==> src/rtl/seq_enc_pkg.sv <==
// Shared types, widths and helpers for the sequential priority encoder.
package seq_enc_pkg;

    typedef enum logic {
        IDLE  = 1'b0,
        SERVE = 1'b1
    } state_t;

    localparam int unsigned ENC_WIDTH  = 8;
    localparam int unsigned ENC_CODE_W = 3;

    // True when exactly one bit is set; vectors up to 32 bits wide.
    function automatic logic popcount_is_one(input logic [31:0] vec);
        return (vec != 32'd0) && ((vec & (vec - 32'd1)) == 32'd0);
    endfunction

endpackage

==> src/rtl/prio_enc8.sv <==
// Combinational priority encoder: index of the highest (or lowest) set bit.
module prio_enc8
    import seq_enc_pkg::*;
#(
    parameter int unsigned WIDTH     = ENC_WIDTH,
    parameter bit          MSB_FIRST = 1'b1,
    localparam int unsigned CODE_W   = $clog2(WIDTH)
) (
    input  logic [WIDTH-1:0]  vec,
    output logic [CODE_W-1:0] code,
    output logic              any_set
);

    // Later matches overwrite earlier ones, so scan order sets the winner.
    always_comb begin
        code    = '0;
        any_set = |vec;
        if (MSB_FIRST) begin
            for (int i = 0; i < int'(WIDTH); i++) begin
                if (vec[i]) code = CODE_W'(i);
            end
        end else begin
            for (int i = int'(WIDTH) - 1; i >= 0; i--) begin
                if (vec[i]) code = CODE_W'(i);
            end
        end
    end

endmodule

==> src/rtl/seq_prio_encoder8.sv <==
// Accepts a multi-hot request vector and emits the index of each set bit in
// priority order, one per output handshake, flagging the final one.
module seq_prio_encoder8
    import seq_enc_pkg::*;
#(
    parameter int unsigned WIDTH     = ENC_WIDTH,
    parameter bit          MSB_FIRST = 1'b1,
    localparam int unsigned CODE_W   = $clog2(WIDTH)
) (
    input  logic              clk,
    input  logic              rst_n,
    input  logic              in_valid,
    output logic              in_ready,
    input  logic [WIDTH-1:0]  in_vec,
    output logic              out_valid,
    input  logic              out_ready,
    output logic [CODE_W-1:0] out_code,
    output logic              out_last,
    output logic              zero_drop
);

    state_t             r_state;
    state_t             w_state_nxt;
    logic [WIDTH-1:0]   r_pending;
    logic               r_rdy;
    logic               r_zero_drop;

    logic [CODE_W-1:0]  w_code;
    logic               w_any_set;
    logic               w_last;
    logic               w_in_hs;
    logic               w_out_hs;
    logic [WIDTH-1:0]   w_clr_mask;

    prio_enc8 #(
        .WIDTH     (WIDTH),
        .MSB_FIRST (MSB_FIRST)
    ) u_prio (
        .vec     (r_pending),
        .code    (w_code),
        .any_set (w_any_set)
    );

    assign w_last     = popcount_is_one(32'(r_pending));
    assign w_in_hs    = in_valid && in_ready;
    assign w_out_hs   = out_valid && out_ready;
    assign w_clr_mask = WIDTH'(1) << w_code;

    always_ff @(posedge clk or negedge rst_n) begin
        if (!rst_n) r_state <= IDLE;
        else        r_state <= w_state_nxt;
    end

    always_comb begin
        w_state_nxt = r_state;
        case (r_state)
            IDLE:    if (w_in_hs && (in_vec != '0)) w_state_nxt = SERVE;
            SERVE:   if (w_out_hs && w_last)         w_state_nxt = IDLE;
            default: w_state_nxt = IDLE;
        endcase
    end

    // Outputs come only from r_state/r_pending; no path from in_* to out_*.
    always_comb begin
        in_ready  = 1'b0;
        out_valid = 1'b0;
        out_code  = '0;
        out_last  = 1'b0;
        zero_drop = r_zero_drop;
        case (r_state)
            IDLE:  in_ready = r_rdy;
            SERVE: begin
                out_valid = w_any_set;
                out_code  = w_code;
                out_last  = w_last;
            end
            default: ;
        endcase
    end

    // r_rdy keeps in_ready low until the first edge after reset release.
    always_ff @(posedge clk or negedge rst_n) begin
        if (!rst_n) begin
            r_pending   <= '0;
            r_rdy       <= 1'b0;
            r_zero_drop <= 1'b0;
        end else begin
            r_rdy       <= 1'b1;
            r_zero_drop <= w_in_hs && (in_vec == '0);
            if (w_in_hs)       r_pending <= in_vec;
            else if (w_out_hs) r_pending <= r_pending & ~w_clr_mask;
        end
    end

endmodule

==> config.mk <==
export PLATFORM = sky130hd
export DESIGN_NAME = seq_prio_encoder8
export DESIGN_NICKNAME = d
export VERILOG_FILES = /design/src/rtl/seq_enc_pkg.sv /design/src/rtl/prio_enc8.sv /design/src/rtl/seq_prio_encoder8.sv
export SDC_FILE = /design/constraint.sdc
export NUM_CORES = 1
export LEC_CHECK = 0
export BUFFER_PORTS_ARGS = -buffer_cell sky130_fd_sc_hd__buf_4
export CAP_MARGIN = 20
export CELL_PAD_IN_SITES_DETAIL_PLACEMENT = 0
export CELL_PAD_IN_SITES_GLOBAL_PLACEMENT = 1
export CORE_MARGIN = 4
export CORE_UTILIZATION = 39
export CTS_CLUSTER_SIZE = 28
export DETAILED_ROUTE_END_ITERATION = 8
export GPL_ROUTABILITY_DRIVEN = 0
export PLACE_DENSITY = 0.82
export RECOVER_POWER = 50
export SETUP_SLACK_MARGIN = 0.3
export SLEW_MARGIN = 20
export SYNTH_ARGS = -nofsm -noshare
export SYNTH_HDL_FRONTEND = slang
export SYNTH_SLANG_ARGS = --single-unit
export TNS_END_PERCENT = 30
==> constraint.sdc <==
create_clock -name clk -period 3.28 [get_ports clk]
set_clock_uncertainty 0.2 [all_clocks]
set_input_delay 0.656 -clock clk [delete_from_list [all_inputs] [get_ports clk]]
set_output_delay 0.656 -clock clk [all_outputs]
set_load 0.01 [all_outputs]
Word-level counts from Yosys, hierarchy flattened
Cells that the tools add are included.
- add/subtract/negate cells: 1
- multiplexer cells: 16
- reductions and logical operators: 12
- bitwise operators: 4
- shift-type cells: 1
- operator list (operator ; number):
    $and 8x32->32 ; 1
    $logic_not 32->1 ; 1
    $mux 8 ; 2
    $reduce_bool 8->1 ; 2
    $mux 3 ; 5
    $sub 8x1->9 const B ; 1
    $and 8x8->8 ; 1
    $logic_not 8->1 ; 1
    $not 8->8 ; 1
    $reduce_or 8->1 ; 1
    $shl 1x3->8 const A ; 1
    $logic_and 1x1->1 ; 6
    $mux 1 ; 6
    $mux 2 ; 2
    $pmux 1 s2 ; 1
    $reduce_bool 2->1 ; 1
    $not 1->1 ; 1
- input bits: 12
- output and inout bits: 7
- logic and storage cells: 38
- register bits after elaboration: 11

Depth between registers and ports, before layout
Gate-level depths: netlist (run 1).
- depth after elaboration: 12
- depth in mapped cells: 5
- mapped depth without buffers: 5

Cells and area by module
A second synthesis (run 1) with hierarchy kept.
- cells, all modules: 82
- area, all modules: 684.4 um^2
- by module, submodules not included (module ; cells an instance ; instances ; area an instance (um^2) ; sequential area each (um^2)):
    seq_prio_encoder8 ; 70 ; 1 ; 618.1 ; 275.3
    prio_enc8 ; 12 ; 1 ; 66.3 ; 0.0

Least setup slack after synthesis (run 1)
Ideal clock, no wire load.
- kind: register to output
- start: register r_pending[2]
- end: output port out_last
- required time: 2.424 ns
- arrival: 1.240 ns
- buffers on the path: 0
- stages on the path, launching flop included: 5
- slack: 1.184 ns
- path through: dfrtp_1 > or3_1 > o21ai_1 > nand3_1 > o211a_1
- longest elaborated chain between the ends: 5
- elaborated cells between the ends (all ways): 6
- those cells by class: add/sub: 1; mux: 1; bitwise: 1; reduce/logical: 3
- RTL lines (item ; RTL line ; source):
    start, declared ; seq_prio_encoder8.sv:24 ; logic [WIDTH-1:0] r_pending;
    start signal, assigned ; seq_prio_encoder8.sv:90 ; if (w_in_hs) r_pending <= in_vec;
    start signal, assigned ; seq_prio_encoder8.sv:91 ; else if (w_out_hs) r_pending <= r_pending & ~w_clr_mask;
    $sub 8x1->9 ; seq_enc_pkg.sv:14 ; return (vec != 32'd0) && ((vec & (vec - 32'd1)) == 32'd0);
    $and 8x32->32 ; seq_enc_pkg.sv:14 ;
    $logic_not 32->1 ; seq_enc_pkg.sv:14 ;
    $logic_and 1x1->1 * ; seq_enc_pkg.sv:14 ;
    $mux 1 * ; seq_prio_encoder8.sv:70 ; case (r_state)
    end, declared ; seq_prio_encoder8.sv:18 ; output logic out_last,
Mark *: on every way between the ends. The rest lies on a longest branch, timed or not.

Final worst setup path (run 1)
Same ends and word-level chain as after synthesis.

==> results by group, run 1 <==
Outcome
  – Status: complete, no violations

Logic synthesis
  – Mapped cell area: 678 um2
  – Post-synthesis xor/xnor area fraction: 0
  – Post-Synth Adder-Cell Area: 0.0148
  – Post-Syn Instances: 78
  – Synthesized area per cell: just under 9 um2
  – Synth Area in Simple Gates: 0.363
  – Number of distinct library cells after synthesis: 29
  – Mux share of post-synthesis cell area: 0
  – Syn. warnings: 0
  – Register area share after synthesis: 0.406
  – Synthesized flop and latch total: 11
  – Synth Area in Compound Gates: 0.197
  – Synthesized net count: 90
  – Largest family of logic cells by synthesized area: simple AND/OR/NAND/NOR gates

Route
  – Drt total wl: around 1700 um
  – DR WL/cell: approximately 15 um
  – Antenna viol nets, final: 0
  – Pre-Repair DR Iteration Count: 4
  – DRC: 0
  – Vias/cell: 5.69
  – Vias: around 650
  – DR iter-0 viols: 25

Global routing
  – Vias in the first global route: approximately 630
  – GRT Residual Overflow: 0
  – Initial antenna violation count: 0
  – GR Util All Layers: 0.152
  – Global-route wire length before repair: a little under 3000 um
  – Largest net degree at the start of global routing: 13

Clock network
  – Reg clk slew, reported paths: ~0.07 ns
  – CTS sink cnt: 11
  – CTS tree: done
  – Post-CTS setup buffer count: 0
  – Clk buf depth: 2
  – CTS-repair resized insts: 0
  – CTS buffer count: 3
  – H-tree Lvls: 1
  – Root Driver: clkbuf_4
  – Hold buffer count at CTS: 0
  – Worst skew pair latency: between 0.2 and 0.3 ns

Critical path
  – End point of the critical path: out_last
  – Critical Path, Cell by Cell: or3_1 -> o21ai_1 -> nand3_1 -> o211a_1 -> buf_4
  – Endpoint class of the critical path: primary output
  – R2R Setup Slk: roughly 1.4 ns
  – Type of the worst setup path: reg2out
  – Reg2reg start: r_pending[4]
  – Worst Path Max Fanout: 5
  – Critical path data arrival time: 1.70 ns
  – Setup crit start kind: flip-flop
  – R2R depth: 5
  – Slowest stage cell, crit path: dfrtp_1
  – Slowest stage delay, CP: 0.44 ns
  – WP data required: between 2 and 2.5 ns
  – Worst Setup SP: r_pending[2]
  – Delay-heaviest family, CP: simple AND/OR/NAND/NOR gates
  – Levels on crit path: 5
  – CP Buf/Inv Count: 1
  – Reg2reg end: r_pending[1]

STA
  – Final Critical Period: around 2.6 ns
  – Fmax: between 0.3 and 0.4 GHz
  – Final Hold Viols: 0
  – Least-Margin Pin Slew: roughly 0.65 ns
  – Unrepaired setup endpoints after global routing: no
  – Setup violations, final: 0
  – Max-slew violation count: 0
  – Final setup margin: ~0.72 ns
  – Post-route clock period utilization: 0.779
  – Relative slew slack: 0.567
  – Setup_tns: 0 ns

Floorplan
  – Core Footprint: 1580 um2
  – Initial Util: 0.430
  – Die H: between 40 and 50 um
  – Row cnt: 14
  – IO Pins: 19
  – Die ar.: ~2500 um2
  – Die X: ~50 um

Placed design
  – Buffers on Ports: 18
  – Total placed instance area: 828 um2
  – Post-DP HPWL: ~1300 um
  – Pre-CTS setup slack: between 1 and 1.5 ns

Finish
  – ANT cells: 0
  – Nets: between 100 and 150
  – Layout area overhead: 24.9%
  – Final Cell Area: 847 um2
  – Layout cell share with drive strength beyond 1: 0.212
  – Fillers: 163
  – Final core utilization: 0.537

Worst hold path
  – Type of the worst min-delay path: in2async

Pwr
  – Total power: about 800 uW
  – Max VDD drop: between 0.4 and 0.5 mV
  – Pwr dens: roughly 940 nW/um2
  – Lkg Pwr: 0.390 nW

Run
  – Maxcap violations: 0
==> worst min-delay path by stage <==
stage               startpoint      endpoint  slack, ns
finish                   rst_n  r_pending[2]       0.19
global route             rst_n         r_rdy       0.21
detailed placement       rst_n         r_rdy       0.30
global placement         rst_n         r_rdy       0.30
floorplan                rst_n  r_pending[0]       0.16
CTS                      rst_n  r_pending[7]       0.01
==> cell type report <==
cell class	instances	area [um2]	share of cell area
multi-input cells	65	394	0.465
well taps	16	20.0	0.0236
inverters	1	3.75	0.00443
flip-flops and latches	11	275	0.325
clock buffers	4	26.3	0.0310
repair buffers	18	128	0.151
==> cell usage in the layout, fill, tap and decap left out <==
cell       instances
buf_4             16
nand2_1           15
dfrtp_1           11
o21ai_0            7
nor2_1             5
nor2b_1            4
a21oi_1            4
nand3_1            3
clkbuf_4           3
clkbuf_1           3
o31ai_1            2
and2_1             2
nor4_1             2
nor4_4             2
nor3b_1            2
a21o_1             2
inv_1              1
nand2b_1           1
and3_1             1
and2_0             1
and4b_1            1
or3_1              1
o21ai_1            1
nand4b_1           1
o211ai_1           1
maj3_1             1
o2111ai_1          1
a22o_1             1
o211a_1            1
nor3_1             1
o41ai_1            1
conb_1             1
==> synth_stat cells <==
cell type	count	area (um2)
nand2_1	15	56.3
o41ai_1	1	8.76
o21ai_0	7	35.0
nor2_1	5	18.8
and2_1	3	18.8
o2111ai_1	1	8.76
and4b_1	1	10.0
o21ai_1	1	5.00
and3_1	1	6.26
a21o_1	2	15.0
nor3b_1	2	15.0
nand3_1	3	15.0
nor3_1	1	5.00
a22o_1	1	8.76
inv_1	1	3.75
nor2b_1	4	25.0
nor4_1	2	12.5
o31ai_1	2	15.0
o211ai_1	1	7.51
nor4_4	2	42.5
or3_1	1	6.26
o211a_1	1	10.0
conb_1	1	3.75
buf_2	1	5.00
maj3_1	1	10.0
nand2b_1	1	6.26
a21oi_1	4	20.0
nand4b_1	1	8.76
dfrtp_1	11	275
==> metal layers <==
layer / global-route usage / part of all wire / wire, um
met5: 0 / 0 / 0
met4: 0.0553 / 0.0090 / 15
met3: 0.0271 / 0.074 / 124
met2: 0.218 / 0.43 / 724
met1: 0.223 / 0.48 / 808
==> report_power, final <==
| group | switching (mW) | leakage (nW) | internal (mW) |
|---|---|---|---|
| registers | 0.0991 | 0.140 | 0.185 |
| clock network | 0.0447 | 0.0150 | 0.0470 |
| logic | 0.212 | 0.234 | 0.211 |
==> cell families (layout without fill, tap and decap cells) <==
| logic type | after synthesis | in the layout |
|---|---|---|
| other | 1 | 1 |
| adders and majority gates | 1 | 1 |
| AOI/OAI and AO/OA | 21 | 21 |
| DFF | 11 | 11 |
| buffers and inverters | 2 | 23 |
| and+or+nand+nor | 42 | 42 |
==> per-stage QoR <==
| stage | cells | hold slack (ns) |
|---|---|---|
| global placement | 111 | 0.300 |
| detailed placement | 111 | 0.303 |
| CTS | 115 | 0.0149 |
| global route | 115 | 0.213 |
| finish | 115 | 0.188 |
| floorplan | 78 | 0.160 |
==> flip-flops by register name (all words and copies together), names as in the netlist <==
register / count
r_state: 1
r_rdy: 1
zero_drop: 1
r_pending: 8
Power figures use the tool's default switching activity.
==> run 2, diff against run 1 <==
--- a/config.mk
+++ b/config.mk
@@ -5,16 +5,17 @@
 export SDC_FILE = /design/constraint.sdc
 export NUM_CORES = 1
 export LEC_CHECK = 0
+export ABC_AREA = 1
 export BUFFER_PORTS_ARGS = -buffer_cell sky130_fd_sc_hd__buf_4
 export CAP_MARGIN = 20
 export CELL_PAD_IN_SITES_DETAIL_PLACEMENT = 0
 export CELL_PAD_IN_SITES_GLOBAL_PLACEMENT = 1
 export CORE_MARGIN = 4
-export CORE_UTILIZATION = 39
+export CORE_UTILIZATION = 31
 export CTS_CLUSTER_SIZE = 28
 export DETAILED_ROUTE_END_ITERATION = 8
 export GPL_ROUTABILITY_DRIVEN = 0
-export PLACE_DENSITY = 0.82
+export PLACE_DENSITY = 0.73
 export RECOVER_POWER = 50
 export SETUP_SLACK_MARGIN = 0.3
 export SLEW_MARGIN = 20
==> constraint.sdc (replaced) <==
create_clock -name clk -period 2.2 [get_ports clk]
set_clock_uncertainty 0.2 [all_clocks]
set_input_delay 0.44 -clock clk [delete_from_list [all_inputs] [get_ports clk]]
set_output_delay 0.44 -clock clk [all_outputs]
set_load 0.01 [all_outputs]
==> run 2 against run 1 <==
Synthesized cell count is 46% higher; utilization down 9.1 points; combinational power grew 120%; global-route usage is 1.9 points lower; critical endpoint unchanged.
==> results by group, run 2 <==
Logic synthesis
  – Ys async rst share: 1.00 (unchanged)
  – Synthesized flop and latch total: 11 (unchanged)
  – Post-synth EDFFs: 0 (unchanged)
  – Synthesized net count: 126 (+40%)
  – Synthesized area per cell: 6.43 um2 (-26%)
  – Register area share after synthesis: 0.375 (-0.0305)
  – Syn. warnings: 0 (unchanged)
  – Count leader, synth: nand2_1
  – Area leader, netlist: dfrtp_1
  – Share of the synthesized area in the top cell type: 0.375 (-0.0305)
  – Post-synth top cells: nand2_1, inv_1, nor2_1, dfrtp_1, nand3_1
  – Top cells by area, synth: dfrtp_1, nand2_1, inv_1
  – Number of distinct library cells after synthesis: 19 (-34%)
  – Top_reg_cell synth: dfrtp_1
  – Post-Syn Instances: 114 (+46%)
  – Mapped cell area: 733 um2 (+8.1%)

STA
  – Setup violations, final: 0 (unchanged)
  – Max-slew violation count: 0 (unchanged)
  – Final setup margin: 0.139 ns (-0.585 ns)
  – Final Hold Viols: 0 (unchanged)
  – Setup_tns: 0 ns (unchanged)
  – Post-route clock period utilization: 0.937
  – Worst Hold Slack: 0.178 ns (-0.0106 ns)
  – Least-Margin Pin Slew: 0.636 ns (-0.0138 ns)
  – Unrepaired setup endpoints after global routing: yes
  – Fmax: between 0.4 and 0.5 GHz
  – Final Critical Period: 2.06 ns
  – Relative slew slack: 0.576 (+0.00921)

Floorplan
  – Row cnt: 17 (+3)
  – Die H: 56.6 um (+14%)
  – Die ar.: 3210 um2 (+30%)
  – Core Footprint: 2230 um2 (+42%)
  – Initial Util: 0.328 (-0.102)
  – IO Pins: 19 (unchanged)
  – Die X: 56.6 um (+14%)

Finish
  – Fillers: 248 (+52%)
  – Layout area overhead: 35.8%
  – Most frequent cells in the layout: nand2_1, buf_4, inv_1, nor2_1, dfrtp_1
  – Final std cells w/o fill: 170 (+48%)
  – Max reg flops: 8 (unchanged)
  – Final core utilization: 0.446 (-0.0914)
  – Commonest non-fill, non-tap cell in the layout: nand2_1
  – Largest Register: r_pending
  – Layout cell share with drive strength beyond 1: 0.303 (+0.0907)
  – ANT cells: 0 (unchanged)
  – Final Cell Area: 996 um2 (+18%)
  – Nets: 155 (+38%)

Route
  – Vias/cell: 4.64 (-18%)
  – DRC: 0 (unchanged)
  – Vias: 788 (+20%)
  – Antenna viol nets, final: 0 (unchanged)
  – Drt total wl: 1900 um (+14%)
  – Pre-Repair DR Iteration Count: 4 (unchanged)
  – DR iter-0 viols: 19 (-24%)
  – DR WL/cell: 11.2 um (-23%)

Critical path
  – Reg2reg start: r_pending[7]
  – Critical Path, Cell by Cell: nor2_4 -> nand2_2 -> o21ai_2 -> nand2_2 -> nor3_2 -> buf_4
  – Type of the worst setup path: reg2out
  – R2R Setup Slk: 0.47 ns (-0.97 ns)
  – Crit path top cell by count: nand2_2
  – Slowest stage cell, crit path: dfrtp_1
  – R2R depth: 9 (+4)
  – Setup crit start kind: flip-flop
  – Endpoint class of the critical path: primary output
  – Critical path data arrival time: 1.42 ns (-0.28 ns)
  – Worst Path Max Fanout: 4 (-1)
  – Reg2reg end: r_pending[0]
  – WP data required: 1.56 ns (-0.86 ns)
  – Slowest stage delay, CP: 0.43 ns (about the same)

Worst hold path
  – Hold Crit Depth: 3
  – Hold EP: r_pending[4]
  – Type of the worst min-delay path: in2reg
  – Hold Crit Start: in_vec[4]

Global routing
  – GR Util All Layers: 0.132 (-0.0192)
  – Largest net degree at the start of global routing: 12 (-1)
  – Vias in the first global route: 794 (+27%)
  – Initial antenna violation count: 0 (unchanged)
  – GRT Residual Overflow: 0 (unchanged)
  – Global-route wire length before repair: 3370 um (+17%)

Clock network
  – CTS buffer count: 3 (unchanged)
  – Reg clk slew, reported paths: 0.07 ns (about the same)
  – Clk buf depth: 2 (unchanged)
  – H-tree Lvls: 1 (unchanged)
  – CTS tree: done
  – Root Driver: clkbuf_4
  – Worst skew pair latency: 0.27 ns (about the same)
  – CTS sink cnt: 11 (unchanged)

Outcome
  – Status: complete, no violations

Pwr
  – Lkg Pwr: 0.534 nW (+37%)
  – Max VDD drop: 0.518 mV (+20%)
  – Total power: 1.46 mW (+83%)
  – Pwr dens: 1470 nW/um2 (+56%)

Placed design
  – Post-placement cell count: 160 (+44%)
  – Post-DP HPWL: 1520 um (+19%)
  – Pre-CTS setup slack: 0.358 ns (-0.665 ns)
  – Total placed instance area: 903 um2 (+9.1%)
  – Buffers on Ports: 18 (unchanged)

Run
  – Maxcap violations: 0 (unchanged)
[run 2: changes by cell type in the layout (fill, tap and decap cells not counted), moves of 3 or more]
| cell | delta |
|---|---|
| nand2_1 | +29 |
| nor2_4 | +4 |
| inv_1 | +14 |
| buf_4 | +5 |
| o21ai_0 | -5 |
| a21oi_1 | -3 |
| dfrtp_2 | +3 |
| nor2_1 | +7 |
| dfrtp_1 | -3 |
| nor2_2 | +3 |
| nand2_2 | +4 |
| nor2b_1 | -4 |
[run 2: how the worst max path moves through the flow]
stage,to,cells after the start,slack [ns],start
after global placement,out_last,6,0.37,r_pending[3]
after CTS,out_last,6,0.10,r_pending[2]
after detailed placement,out_last,6,0.36,r_pending[3]
after floorplan,out_last,5,0.45,r_pending[1]
final,out_last,6,0.14,r_pending[3]
after global routing,out_last,6,0.03,r_pending[1]
[run 2: report_power, final]
| group | internal, mW | switching, mW | total, mW | leakage (nW) |
|---|---|---|---|---|
| clock | 0.0703 | 0.0697 | 0.140 | 0.0150 |
| combinational | 0.394 | 0.543 | 0.937 | 0.383 |
| sequential | 0.282 | 0.102 | 0.384 | 0.136 |
| total | 0.747 | 0.714 | 1.46 | 0.534 |
[run 2: cell type report]
cell class / instances / area, um2 / share of cell area
Multi-Input combinational cell: 86 / 417 / 0.418
Sequential cell: 11 / 279 / 0.280
Timing Repair Buffer: 24 / 175 / 0.176
Inverter: 17 / 63.8 / 0.0641
Tap cell: 28 / 35.0 / 0.0352
Clock buffer: 4 / 26.3 / 0.0264
[run 2: timing repair]
item | CTS | global route
setup buffers | 2 | 3
setup endpoints to repair | 5 | 5
hold endpoints to repair | 11 | 0
hold buffers | 1 | 0
gates resized for setup | 4 | 8
pin swaps | 2 | 4
[run 2: cells by family (layout without fill, tap and decap cells)]
group | after synthesis | in the layout | synth area share
DFF | 11 | 11 | 0.375
and+or+nand+nor | 77 | 77 | 0.474
buffers and inverters | 17 | 45 | 0.0870
other | 1 | 1 | 0.00511
AOI/OAI and AO/OA | 8 | 8 | 0.0580
[run 2: per-layer routing]
layer  share of wire  wire (um)  global-route usage
met4           0.016         31              0.0508
met5               0          0                   0
met2            0.47        889               0.208
met3           0.071        134              0.0276
met1            0.44        845               0.176
[run 2: worst max-delay path: cells and delay by family (launching register included)]
kind,cells,cell delay [ns]
AOI/OAI and AO/OA,1,0.13
buffers and inverters,1,0.14
and+or+nand+nor,4,0.45
DFF,1,0.43
==> run 3, diff against run 2 <==
--- a/config.mk
+++ b/config.mk
@@ -5,17 +5,17 @@
 export SDC_FILE = /design/constraint.sdc
 export NUM_CORES = 1
 export LEC_CHECK = 0
-export ABC_AREA = 1
+export ABC_AREA = 0
 export BUFFER_PORTS_ARGS = -buffer_cell sky130_fd_sc_hd__buf_4
 export CAP_MARGIN = 20
 export CELL_PAD_IN_SITES_DETAIL_PLACEMENT = 0
 export CELL_PAD_IN_SITES_GLOBAL_PLACEMENT = 1
 export CORE_MARGIN = 4
-export CORE_UTILIZATION = 31
+export CORE_UTILIZATION = 32
 export CTS_CLUSTER_SIZE = 28
 export DETAILED_ROUTE_END_ITERATION = 8
 export GPL_ROUTABILITY_DRIVEN = 0
-export PLACE_DENSITY = 0.73
+export PLACE_DENSITY = 0.72
 export RECOVER_POWER = 50
 export SETUP_SLACK_MARGIN = 0.3
 export SLEW_MARGIN = 20
==> run 3 against run 2 <==
The flow now finishes with violations (setup timing); sequential power grew 12%; global-route usage grew 0.96 points; flip-flop and latch count is the same; clock power shrank 6%; die area shrank 9.0%; count of clock-buffer cells in the layout is the same; routed wire length shrank 9.8%; via count shrank 14%; largest power group unchanged.
==> results by group, run 3 (synthesis results as in run 1) <==
Outcome
  – Status: complete, but fails checks
  – Failing checks: setup timing

Clock network
  – H-tree Lvls: 1 (unchanged)
  – Reg clk slew, reported paths: 0.07 ns (about the same)
  – Worst skew pair latency: 0.26 ns (about the same)
  – CTS buffer count: 3 (unchanged)
  – CTS sink cnt: 11 (unchanged)
  – CTS tree: done
  – Root Driver: clkbuf_4
  – Clk buf depth: 2 (unchanged)

STA
  – Unrepaired setup endpoints after global routing: yes
  – Final Critical Period: 2.30 ns (+0.236 ns)
  – Fmax: 0.435 GHz (-10%)
  – Least-Margin Pin Slew: 0.587 ns (-0.0492 ns)
  – Max-slew violation count: 0 (unchanged)
  – Relative slew slack: 0.609 (+0.0328)
  – Worst Hold Slack: 0.176 ns (-0.00116 ns)
  – Final setup margin: -0.0970 ns (-0.236 ns)
  – Final Hold Viols: 0 (unchanged)
  – Post-route clock period utilization: 1.04 (+0.107)
  – Setup_tns: -0.0970 ns (-0.0970 ns)
  – Setup violations, final: 1 (+1)

Floorplan
  – Die ar.: 2920 um2 (-9.0%)
  – Row cnt: 16 (-1)
  – Initial Util: 0.342 (+0.0139)
  – Die X: 54.0 um (-4.6%)
  – Core Footprint: 1980 um2 (-11%)
  – Die H: 54.0 um (-4.6%)
  – IO Pins: 19 (unchanged)

Placed design
  – Post-placement cell count: 124 (-23%)
  – Pre-CTS setup slack: 0.154 ns (-0.205 ns)
  – Total placed instance area: 857 um2 (-5.1%)
  – Post-DP HPWL: 1340 um (-12%)
  – Buffers on Ports: 18 (unchanged)

Route
  – Pre-Repair DR Iteration Count: 4 (unchanged)
  – Antenna viol nets, final: 0 (unchanged)
  – Drt total wl: 1710 um (-9.8%)
  – DRC: 0 (unchanged)
  – Vias/cell: 5.00 (+7.9%)
  – DR WL/cell: 12.7 um (+14%)
  – DR iter-0 viols: 7 (-12)
  – Vias: 675 (-14%)

Critical path
  – Endpoint class of the critical path: primary output
  – Critical path data arrival time: 1.66 ns (+0.24 ns)
  – Worst Path Max Fanout: 5 (+1)
  – WP data required: 1.56 ns (about the same)
  – Setup crit start kind: flip-flop
  – Type of the worst setup path: reg2out

Finish
  – Commonest non-fill, non-tap cell in the layout: buf_4
  – Fillers: 212 (-15%)
  – Most frequent cells in the layout: buf_4, nand2_1, dfrtp_1, o21ai_0, dfrtp_2
  – Final core utilization: 0.494 (+0.0484)
  – ANT cells: 0 (unchanged)
  – Nets: 121 (-22%)
  – Final Cell Area: 980 um2 (-1.6%)
  – Final std cells w/o fill: 135 (-21%)
  – Largest Register: r_pending
  – Layout area overhead: 44.5%
  – Layout cell share with drive strength beyond 1: 0.389 (+0.0861)
  – Max reg flops: 8 (unchanged)

Global routing
  – GR Util All Layers: 0.142 (+0.00960)
  – Vias in the first global route: 657 (-17%)
  – GRT Residual Overflow: 0 (unchanged)
  – Largest net degree at the start of global routing: 13 (+1)
  – Global-route wire length before repair: 3030 um (-10%)
  – Initial antenna violation count: 0 (unchanged)

Run
  – Maxcap violations: 0 (unchanged)

Pwr
  – Max VDD drop: 0.625 mV (+21%)
  – Total power: 1.43 mW (-1.9%)
  – Pwr dens: 1460 nW/um2 (-0.24%)
  – Lkg Pwr: 0.441 nW (-17%)

Worst hold path
  – Type of the worst min-delay path: in2reg
## run 3: path summary, 6_finish.rpt
kind / endpoint / depth (start not counted) / start / slack, ns
max in group asynchronous: r_pending[2] / 2 / rst_n / 0.89
max reg2reg: r_pending[0] / 5 / r_pending[5] / 0.37
min in group asynchronous: zero_drop / 2 / rst_n / 0.49
min reg2reg: r_pending[2] / 2 / r_pending[2] / 0.43
min: r_pending[7] / 3 / in_vec[7] / 0.18
max: out_last / 5 / r_pending[1] / -0.1
## run 3: final cells by class
| cell class | instances | area [um2] | share of cell area |
|---|---|---|---|
| multi-input cells | 65 | 429 | 0.438 |
| repair buffers | 27 | 205 | 0.209 |
| clock buffers | 4 | 26.3 | 0.0268 |
| well taps | 27 | 33.8 | 0.0345 |
| flip-flops and latches | 11 | 282 | 0.287 |
| inverters | 1 | 3.75 | 0.00383 |
## run 3: report_power, final
part	internal, mW	total [mW]	switching, mW
clock	0.0700	0.132	0.0623
combinational	0.478	0.870	0.392
sequential	0.284	0.431	0.148
## run 3: worst max-delay path, cell delays in order, from the launching register on
cell and delay [ns]:
dfrtp_1 0.45, or3_1 0.38, o21ai_1 0.13, nand3_1 0.10
o211a_1 0.23, buf_6 0.12
## run 3: repair_timing
action / 4_1_cts / 5_1_grt
gates resized for setup: 8 / 9
buffers inserted: 1 / 5
pin swaps: 4 / 5
endpoints found under the setup margin: 5 / 8
hold buffers: 1 / 0
hold endpoints to repair: 11 / 0
## run 3: metal layers
layer / track usage / share of wire / vias up
li1: - / - / 346
met1: 0.197 / 0.51 / 308
met2: 0.218 / 0.43 / 19
met3: 0.0194 / 0.057 / 2
met4: 0.0622 / 0.0047 / 0
met5: 0 / 0 / -
